File: config.mk
export PLATFORM = sky130hd
export DESIGN_NAME = datapath_exec
export DESIGN_NICKNAME = d
export VERILOG_FILES = /design/src/rtl/datapath_exec.sv
export SDC_FILE = /design/constraint.sdc
export NUM_CORES = 1
export LEC_CHECK = 0
export BUFFER_PORTS_ARGS = -buffer_cell sky130_fd_sc_hd__buf_4
export CAP_MARGIN = 10
export CORE_MARGIN = 2
export CORE_UTILIZATION = 61
export DETAILED_ROUTE_END_ITERATION = 8
export HOLD_SLACK_MARGIN = 0.02
export PLACE_DENSITY = 0.86
export SYNTH_ARGS = -nofsm -noshare
export SYNTH_HDL_FRONTEND = slang
export SYNTH_SLANG_ARGS = --single-unit
File: constraint.sdc
create_clock -name clk -period 5.7 [get_ports clk]
set_input_delay 0.855 -clock clk [delete_from_list [all_inputs] [get_ports clk]]
set_output_delay 0.855 -clock clk [all_outputs]
set_load 0.05 [all_outputs]
File: src/rtl/datapath_exec.sv
// Execution datapath: 8x4 register file, 16x4 data memory with synchronous
// read, 4-bit ALU and an IDLE/EX/WB sequencer driven by a latched control word.
module datapath_exec #(
   parameter int DW       = 4,
   parameter int RF_DEPTH = 8,
   parameter int DM_DEPTH = 16
) (
   input  logic                        clk,
   input  logic                        reset,
   input  logic                        exec_en,
   input  logic [$clog2(DM_DEPTH)-1:0] D_addr,
   input  logic                        D_rd,
   input  logic                        D_wr,
   input  logic [$clog2(RF_DEPTH)-1:0] RF_addr1,
   input  logic [$clog2(RF_DEPTH)-1:0] RF_addr2,
   input  logic [$clog2(RF_DEPTH)-1:0] RF_waddr,
   input  logic [1:0]                  ALUSel,
   input  logic                        isExternal,
   input  logic                        wr_en,
   input  logic [DW-1:0]               ext_data,
   input  logic [$clog2(RF_DEPTH)-1:0] dbg_addr,
   output logic                        busy,
   output logic                        done,
   output logic [DW-1:0]               result,
   output logic                        zero,
   output logic                        carry,
   output logic                        err,
   output logic [DW-1:0]               dbg_data
);
   localparam int RA = $clog2(RF_DEPTH);
   localparam int MA = $clog2(DM_DEPTH);

   typedef enum logic [1:0] {IDLE, EX, WB} state_t;

   state_t          state_q;
   logic [DW-1:0]   rf_q [RF_DEPTH];
   logic [DW-1:0]   dm_q [DM_DEPTH];

   // latched control word: later input changes cannot disturb the instruction
   logic [MA-1:0]   d_addr_q;
   logic            d_rd_q, d_wr_q, ext_q, wr_en_q;
   logic [RA-1:0]   a1_q, a2_q, wa_q;
   logic [1:0]      sel_q;
   logic [DW-1:0]   ext_data_q;

   logic [DW-1:0]   mdr_q, alu_q, result_q;
   logic            done_q, zero_q, carry_q, err_q;

   logic [DW-1:0]   op_a, op_b, alu_d, store_d, wb_d;
   logic            carry_d;
   logic [DW:0]     sum_w, diff_w;

   // ALU and operand selection on the latched control word
   always_comb begin
      op_a    = rf_q[a1_q];
      op_b    = rf_q[a2_q];
      sum_w   = {1'b0, op_a} + {1'b0, op_b};
      diff_w  = {1'b0, op_a} - {1'b0, op_b};
      alu_d   = '0;
      carry_d = 1'b0;
      case (sel_q)
         2'b00: begin alu_d = sum_w[DW-1:0];  carry_d = sum_w[DW];  end
         2'b01: begin alu_d = diff_w[DW-1:0]; carry_d = diff_w[DW]; end  // top bit = borrow
         2'b10: alu_d = op_a & op_b;
         default: alu_d = op_a | op_b;
      endcase
      store_d = ext_q ? ext_data_q : op_a;
      // only loads and ALU ops reach WB; d_rd tells them apart
      wb_d    = d_rd_q ? mdr_q : alu_q;
   end

   // sequencer, storage and flags; decode priority is illegal > store > load > ALU > NOP
   always_ff @(posedge clk or posedge reset) begin
      if (reset) begin
         state_q    <= IDLE;
         done_q     <= 1'b0;
         result_q   <= '0;
         zero_q     <= 1'b0;
         carry_q    <= 1'b0;
         err_q      <= 1'b0;
         mdr_q      <= '0;
         alu_q      <= '0;
         d_addr_q   <= '0;
         d_rd_q     <= 1'b0;
         d_wr_q     <= 1'b0;
         ext_q      <= 1'b0;
         wr_en_q    <= 1'b0;
         a1_q       <= '0;
         a2_q       <= '0;
         wa_q       <= '0;
         sel_q      <= '0;
         ext_data_q <= '0;
         for (int i = 0; i < RF_DEPTH; i++) rf_q[i] <= '0;
         for (int i = 0; i < DM_DEPTH; i++) dm_q[i] <= '0;
      end else begin
         done_q <= 1'b0;
         case (state_q)
            IDLE: if (exec_en) begin
               d_addr_q   <= D_addr;
               d_rd_q     <= D_rd;
               d_wr_q     <= D_wr;
               ext_q      <= isExternal;
               wr_en_q    <= wr_en;
               a1_q       <= RF_addr1;
               a2_q       <= RF_addr2;
               wa_q       <= RF_waddr;
               sel_q      <= ALUSel;
               ext_data_q <= ext_data;
               state_q    <= EX;
            end
            EX: begin
               if (d_rd_q && d_wr_q) begin
                  err_q   <= 1'b1;
                  done_q  <= 1'b1;
                  state_q <= IDLE;
               end else if (d_wr_q) begin
                  dm_q[d_addr_q] <= store_d;
                  result_q       <= store_d;
                  done_q         <= 1'b1;
                  state_q        <= IDLE;
               end else if (d_rd_q && wr_en_q) begin
                  mdr_q   <= ext_q ? ext_data_q : dm_q[d_addr_q];
                  state_q <= WB;
               end else if (wr_en_q) begin
                  alu_q   <= alu_d;
                  zero_q  <= (alu_d == '0);
                  carry_q <= carry_d;
                  state_q <= WB;
               end else begin
                  done_q  <= 1'b1;
                  state_q <= IDLE;
               end
            end
            WB: begin
               rf_q[wa_q] <= wb_d;
               result_q   <= wb_d;
               done_q     <= 1'b1;
               state_q    <= IDLE;
            end
            default: state_q <= IDLE;
         endcase
      end
   end

   assign busy     = (state_q != IDLE);
   assign done     = done_q;
   assign result   = result_q;
   assign zero     = zero_q;
   assign carry    = carry_q;
   assign err      = err_q;
   assign dbg_data = rf_q[dbg_addr];

endmodule

; Yosys cells after proc, flatten, opt, wreduce, memory -nomap -nowiden
; Index checks and enable logic that the tools add are counted.
; W data, S select, Z words.
[word_totals]
output_inout_bits = 13
register_bits = 137
word_cells = 120
inputBits = 29
[op_classes]
n_reduce_logical = 15
mux = 37
n_addsub = 2
eq_ne = 7
bitwise = 10
magnitude_cmp = 7
[ops]
columns = cell, n
row1 = $bwmux W64, 1
row2 = $mux W4, 15
row3 = $bmux W4 S3, 3
row4 = $bwmux W32, 1
row5 = $bmux W4 S4, 1
row6 = $demux W4 S4, 1
row7 = $ge A4 B4 Y1 const B, 4
row8 = $not A3 Y4, 4
row9 = $demux W4 S3, 1
row10 = $pmux W4 S3, 1
row11 = $mux W2, 5
row12 = $pmux W4 S2, 1
row13 = $ne A2 B2 Y1 const B, 3
row14 = $reduce_and A3 Y1, 2
row15 = $add A4 B4 Y5, 1
row16 = $ge A5 B5 Y1 const B, 1
row17 = $lt A5 B1 Y1 const B, 1
row18 = $not A4 Y5, 1
row19 = $reduce_and A5 Y1, 1
row20 = $sub A4 B4 Y5, 1
row21 = $and A4 B4 Y4, 1
row22 = $eq A2 B1 Y1 const B, 2
row23 = $eq A2 B2 Y1 const B, 2
row24 = $logic_and A1 B1 Y1, 4
row25 = other kinds (11), 20

; Depth between registers and ports, before layout
[depth]
depth_word = 8
mapped_depth = 11
ltp_nobuf = 10

; Least setup slack after synthesis
; Ideal clock, no wire load.
[synth_path]
kind = input-to-output
from = input dbg_addr[0]
to = output dbg_data[0]
slack_ns = 2.629
t_arrival_ns = 2.216
stages = 3
n_path_buf = 1
required_time_ns = 4.845
path_cell_list = clkbuf_1 > mux4_2 > mux2_2
[synth_via]
elab_chain_cells = 4
[synth_rtl]
columns = element, line_no
row1 = "start, declared", 21  ; input logic [$clog2(RF_DEPTH)-1:0] dbg_addr,
row2 = $not A3 Y4 (implied by the code), 151  ; assign dbg_data = rf_q[dbg_addr];
row3 = $bmux W4 S3, 151
row4 = $mux W4 (implied by the code) (2 in a row), 151
row5 = "end, declared", 28  ; output logic [DW-1:0] dbg_data
; Every way passes these cells. The select of a mux whose other input is x is not followed.

; Final worst setup path
[layout_path]
from = register a1_q[0]
to = register zero_q, in the netlist zero
[layout_via]
elab_chain_cells = 7
elab_cells_between_ends = 10
cone_classes = 2 x add/sub / 4 x mux / 3 x bitwise / 1 x reduce/logical
[layout_rtl]
columns = element, line_no
row1 = "start, declared", 42  ; logic [RA-1:0] a1_q, a2_q, wa_q;
row2 = "start signal, assigned", 104  ; a1_q <= RF_addr1;
row3 = $not A3 Y4 (implied by the code) *, 55  ; op_a = rf_q[a1_q];
row4 = $bmux W4 S3 *, 55
row5 = $mux W4 (implied by the code) * (2 in a row), 55
row6 = "$sub A4 B4 Y5, or another cell as far along", 58  ; diff_w = {1'b0, op_a} - {1'b0, op_b};
row7 = $pmux W4 S3 *, 61  ; case (sel_q)
row8 = $logic_not A4 Y1 *, 126  ; zero_q <= (alu_d == '0);
row9 = "end signal, assigned", 126
row10 = "end, declared", 47  ; logic done_q, zero_q, carry_q, err_q;
; Every way passes the cells marked *; elsewhere a longest branch is shown, timed or not. The select of a mux whose other input is x is not followed.
; A chain may end at the register's enable or synchronous reset.

==> impl_metrics.csv <==
group,metric,value,unit
outcome,outcome,"complete, no violations",
run,maxCapViolCount,0,
worst_setup_path,cp_max_fo,9,
worst_setup_path,required,6.01,ns
power,ir_drop,0.000513,V
sta,min_period_over_period,0.548,
synth,synth_fp_nets,619,
synth,synth_seq_area_share,0.477,
synth,synth_area_per_cell,12.6,µm²
sta,slew_violations,0,
floorplan,pin_count,42,
synth,yosys_most_used_dff,"dfrtp_1",
synth,synth_cell_type_count,45,
clock_tree,post_cts.repair.setup_buffers,0,
placement,dp_worst_setup_slack,2.60,ns
clock_tree,numCtsBuffers,17,
sta,rsz0062_at_grt,"no",
synth,syn-cell-area,7190,µm²
sta,hold_ws,0.482,ns
grt,grt_pass1_vias,5182,
routing,wl_per_cell,22.0,µm
clock_tree,cts.clk_slew.worst_paths,0.06,ns
clock_tree,cts_root_buf,"clkbuf_16",
hold_path,hold_path_class,"flop to flop",
routing,antenna_left,0,
placement,io_buffers,41,
placement,post-dp-hpwl,11400,µm
clock_tree,htreeDepth,4,
sta,slew_headroom,0.197,
worst_setup_path,rrSetupSlack,2.58,ns
clock_tree,cts_resized,0,
power,p_per_area,622,nW/µm²
synth,syn_inst,573,
worst_setup_path,crit_path_end_kind,"flop",
floorplan,initial_core_util,0.627,
grt,grt.total_usage,0.282,
synth,synth_edf_count,0,
worst_setup_path,reg2reg_from,"a1_q[0]$_DFFE_PP0P_",
worst_setup_path,reg2reg_depth,7,
grt,antenna_found_initial,0,
worst_setup_path,start_kind,"flop",
sta,period_needed,3.12,ns
power,p_leak,3.79,nW
finish,final_cell_mix,"dfrtp_1 (137), mux2_2 (91), nor2_1 (43), buf_4 (43), a21oi_1 (42)",
routing,drc_errors,0,
clock_tree,cts_buffer_depth,2,
sta,finalSetupViolCount,0,
routing,via_count,5032,
grt,grt_pass1_wl,27200,µm
sta,fin_skew,0.00769,ns
worst_setup_path,reg2reg_to,"zero$_DFFE_PP0P_",
worst_setup_path,critPathCapture,"zero$_DFFE_PP0P_",
sta,fmax,320,MHz
worst_setup_path,worstPathArrival,3.44,ns
floorplan,dieArea,12700,µm²
routing,dr.pass1.iters,5,
clock_tree,cts_tree,"done",
routing,drt_iter0_drc,450,
floorplan,row_count,39,
sta,fin_ws,2.58,ns
synth,synth_seq_cells,137,
routing,totalWireLength,16800,µm
grt,grt_max_degree,78,
synth,yosys_warnings,0,
worst_setup_path,crit_start,"a1_q[0]$_DFFE_PP0P_",
sta,tns,0,ns
synth,async_flop_share,1.00,
sta,hold_viol,0,
floorplan,die_h,113,µm
floorplan,die_w,113,µm
finish,drive_gt1_frac,0.347,
grt,overflow,0,
clock_tree,cts.sinks,137,
finish,layout_commonest_cell,"dfrtp_1",
placement,place_congestion,0.860,
routing,vias_per_cell,6.60,
worst_setup_path,critPathKind,"flop to flop",
floorplan,fp.coreArea,11500,µm²
clock_tree,worstSkewPairLatency,0.43,ns
finish,fin_nets,652,
finish,area_growth_syn_to_layout,13.6,%
sta,tightest_slew,1.20,ns
clock_tree,hold_buffers,0,
finish,num_antenna_cells,0,
==> how the worst min path moves through the flow <==
| stage | start | end | slack (ns) | cells after the start |
|---|---|---|---|---|
| global placement | err$_DFFE_PP0P_ | err$_DFFE_PP0P_ | 0.46 | 1 |
| global route | err$_DFFE_PP0P_ | err$_DFFE_PP0P_ | 0.50 | 1 |
| floorplan | rf_q[4]$_DFFE_PP0P_ | rf_q[4]$_DFFE_PP0P_ | 0.47 | 2 |
| finish | err$_DFFE_PP0P_ | err$_DFFE_PP0P_ | 0.48 | 1 |
| CTS | err$_DFFE_PP0P_ | err$_DFFE_PP0P_ | 0.48 | 1 |
| detailed placement | err$_DFFE_PP0P_ | err$_DFFE_PP0P_ | 0.47 | 1 |
==> sequential cells by signal, summed over array words and instances, names as in the netlist <==
register and count:
ext_q 1, zero 1, done 1, wa_q 3
wr_en_q 1, err 1, ext_data_q 4, d_addr_q 4
sel_q 2, a2_q 3, state_q 2, alu_q 4
carry 1, d_wr_q 1, rf_q 32, result 4
mdr_q 4, d_rd_q 1, dm_q 64, a1_q 3
==> cell usage after synthesis (2+ instances only) <==
library cell | number | area [µm²]
buf_2 | 3 | 15.0
clkbuf_1 | 15 | 56.3
or2_2 | 6 | 37.5
nand3_1 | 7 | 35.0
or3_1 | 4 | 25.0
nor3b_1 | 4 | 30.0
nand4b_1 | 3 | 26.3
ha_1 | 15 | 188
nand2_1 | 31 | 116
a31oi_1 | 9 | 56.3
nand3b_1 | 4 | 30.0
nor2b_1 | 8 | 50.1
nor2_1 | 43 | 161
a21oi_1 | 42 | 210
mux4_1 | 8 | 210
inv_1 | 12 | 45.0
mux2i_1 | 24 | 240
mux4_2 | 25 | 563
mux2_2 | 91 | 1020
mux2i_2 | 4 | 55.1
nand2b_1 | 10 | 62.6
buf_6 | 5 | 56.3
fa_1 | 2 | 40.0
buf_1 | 4 | 15.0
o21ai_0 | 19 | 95.1
nor3_1 | 3 | 15.0
dfrtp_1 | 137 | 3430
a22oi_1 | 8 | 60.1
inv_2 | 4 | 15.0
buf_4 | 2 | 15.0
mux2_4 | 7 | 105
==> worst max-delay path: stages (launching register included) <==
cell and delay (ns):
dfrtp_1 0.63, mux4_1 0.65, mux2i_2 0.35, ha_1 0.22
a21oi_1 0.09, o311ai_0 0.35, mux2_2 0.40, o41ai_1 0.31
==> per-layer routing <==
| metal | share of wire | up-vias | GRT usage | wire length, µm |
|---|---|---|---|---|
| li1 | - | 2168 | - | - |
| met1 | 0.39 | 2558 | 0.367 | 6560 |
| met2 | 0.50 | 253 | 0.457 | 8380 |
| met3 | 0.080 | 53 | 0.0799 | 1340 |
| met4 | 0.029 | 0 | 0.101 | 483 |
| met5 | 0 | - | 0 | 0 |
==> kinds of logic (layout without fill, tap and decap cells) <==
| logic type | count (synthesis) | count (layout) | synth area share |
|---|---|---|---|
| compound gates | 88 | 88 | 0.0703 |
| fa+ha+maj | 17 | 17 | 0.0317 |
| buf+inv | 45 | 91 | 0.0303 |
| flops | 137 | 137 | 0.477 |
| mux | 159 | 159 | 0.306 |
| simple gates | 127 | 127 | 0.0857 |
==> power by group <==
group          switching (mW)  leakage [nW]  total [mW]  internal, mW
sequential              0.443          1.79        1.76          1.31
combinational            1.17          1.69        2.15         0.981
clock                   0.435         0.313        1.18         0.747
==> through the flow <==
stage          area, µm²  utilization  instances  total power, mW
2_1_floorplan       7190            -        573             3.32
3_3_place_gp        7540        0.658        730             3.72
3_5_place_dp        7540        0.658        730             3.85
4_1_cts             8170        0.713        762             5.06
5_1_grt             8170        0.713        762             5.36
6_report            8170        0.713        762             5.09
==> layout make-up <==
cell class | instances | area (µm²)
Inverter | 16 | 62.6
Fill cell | 741 | 3290
Multi-Input combinational cell | 391 | 3550
Sequential cell | 137 | 3430
Clock inverter | 14 | 194
Tap cell | 143 | 179
Clock buffer | 18 | 439
Timing Repair Buffer | 43 | 323
Power figures use the tool's default switching activity.
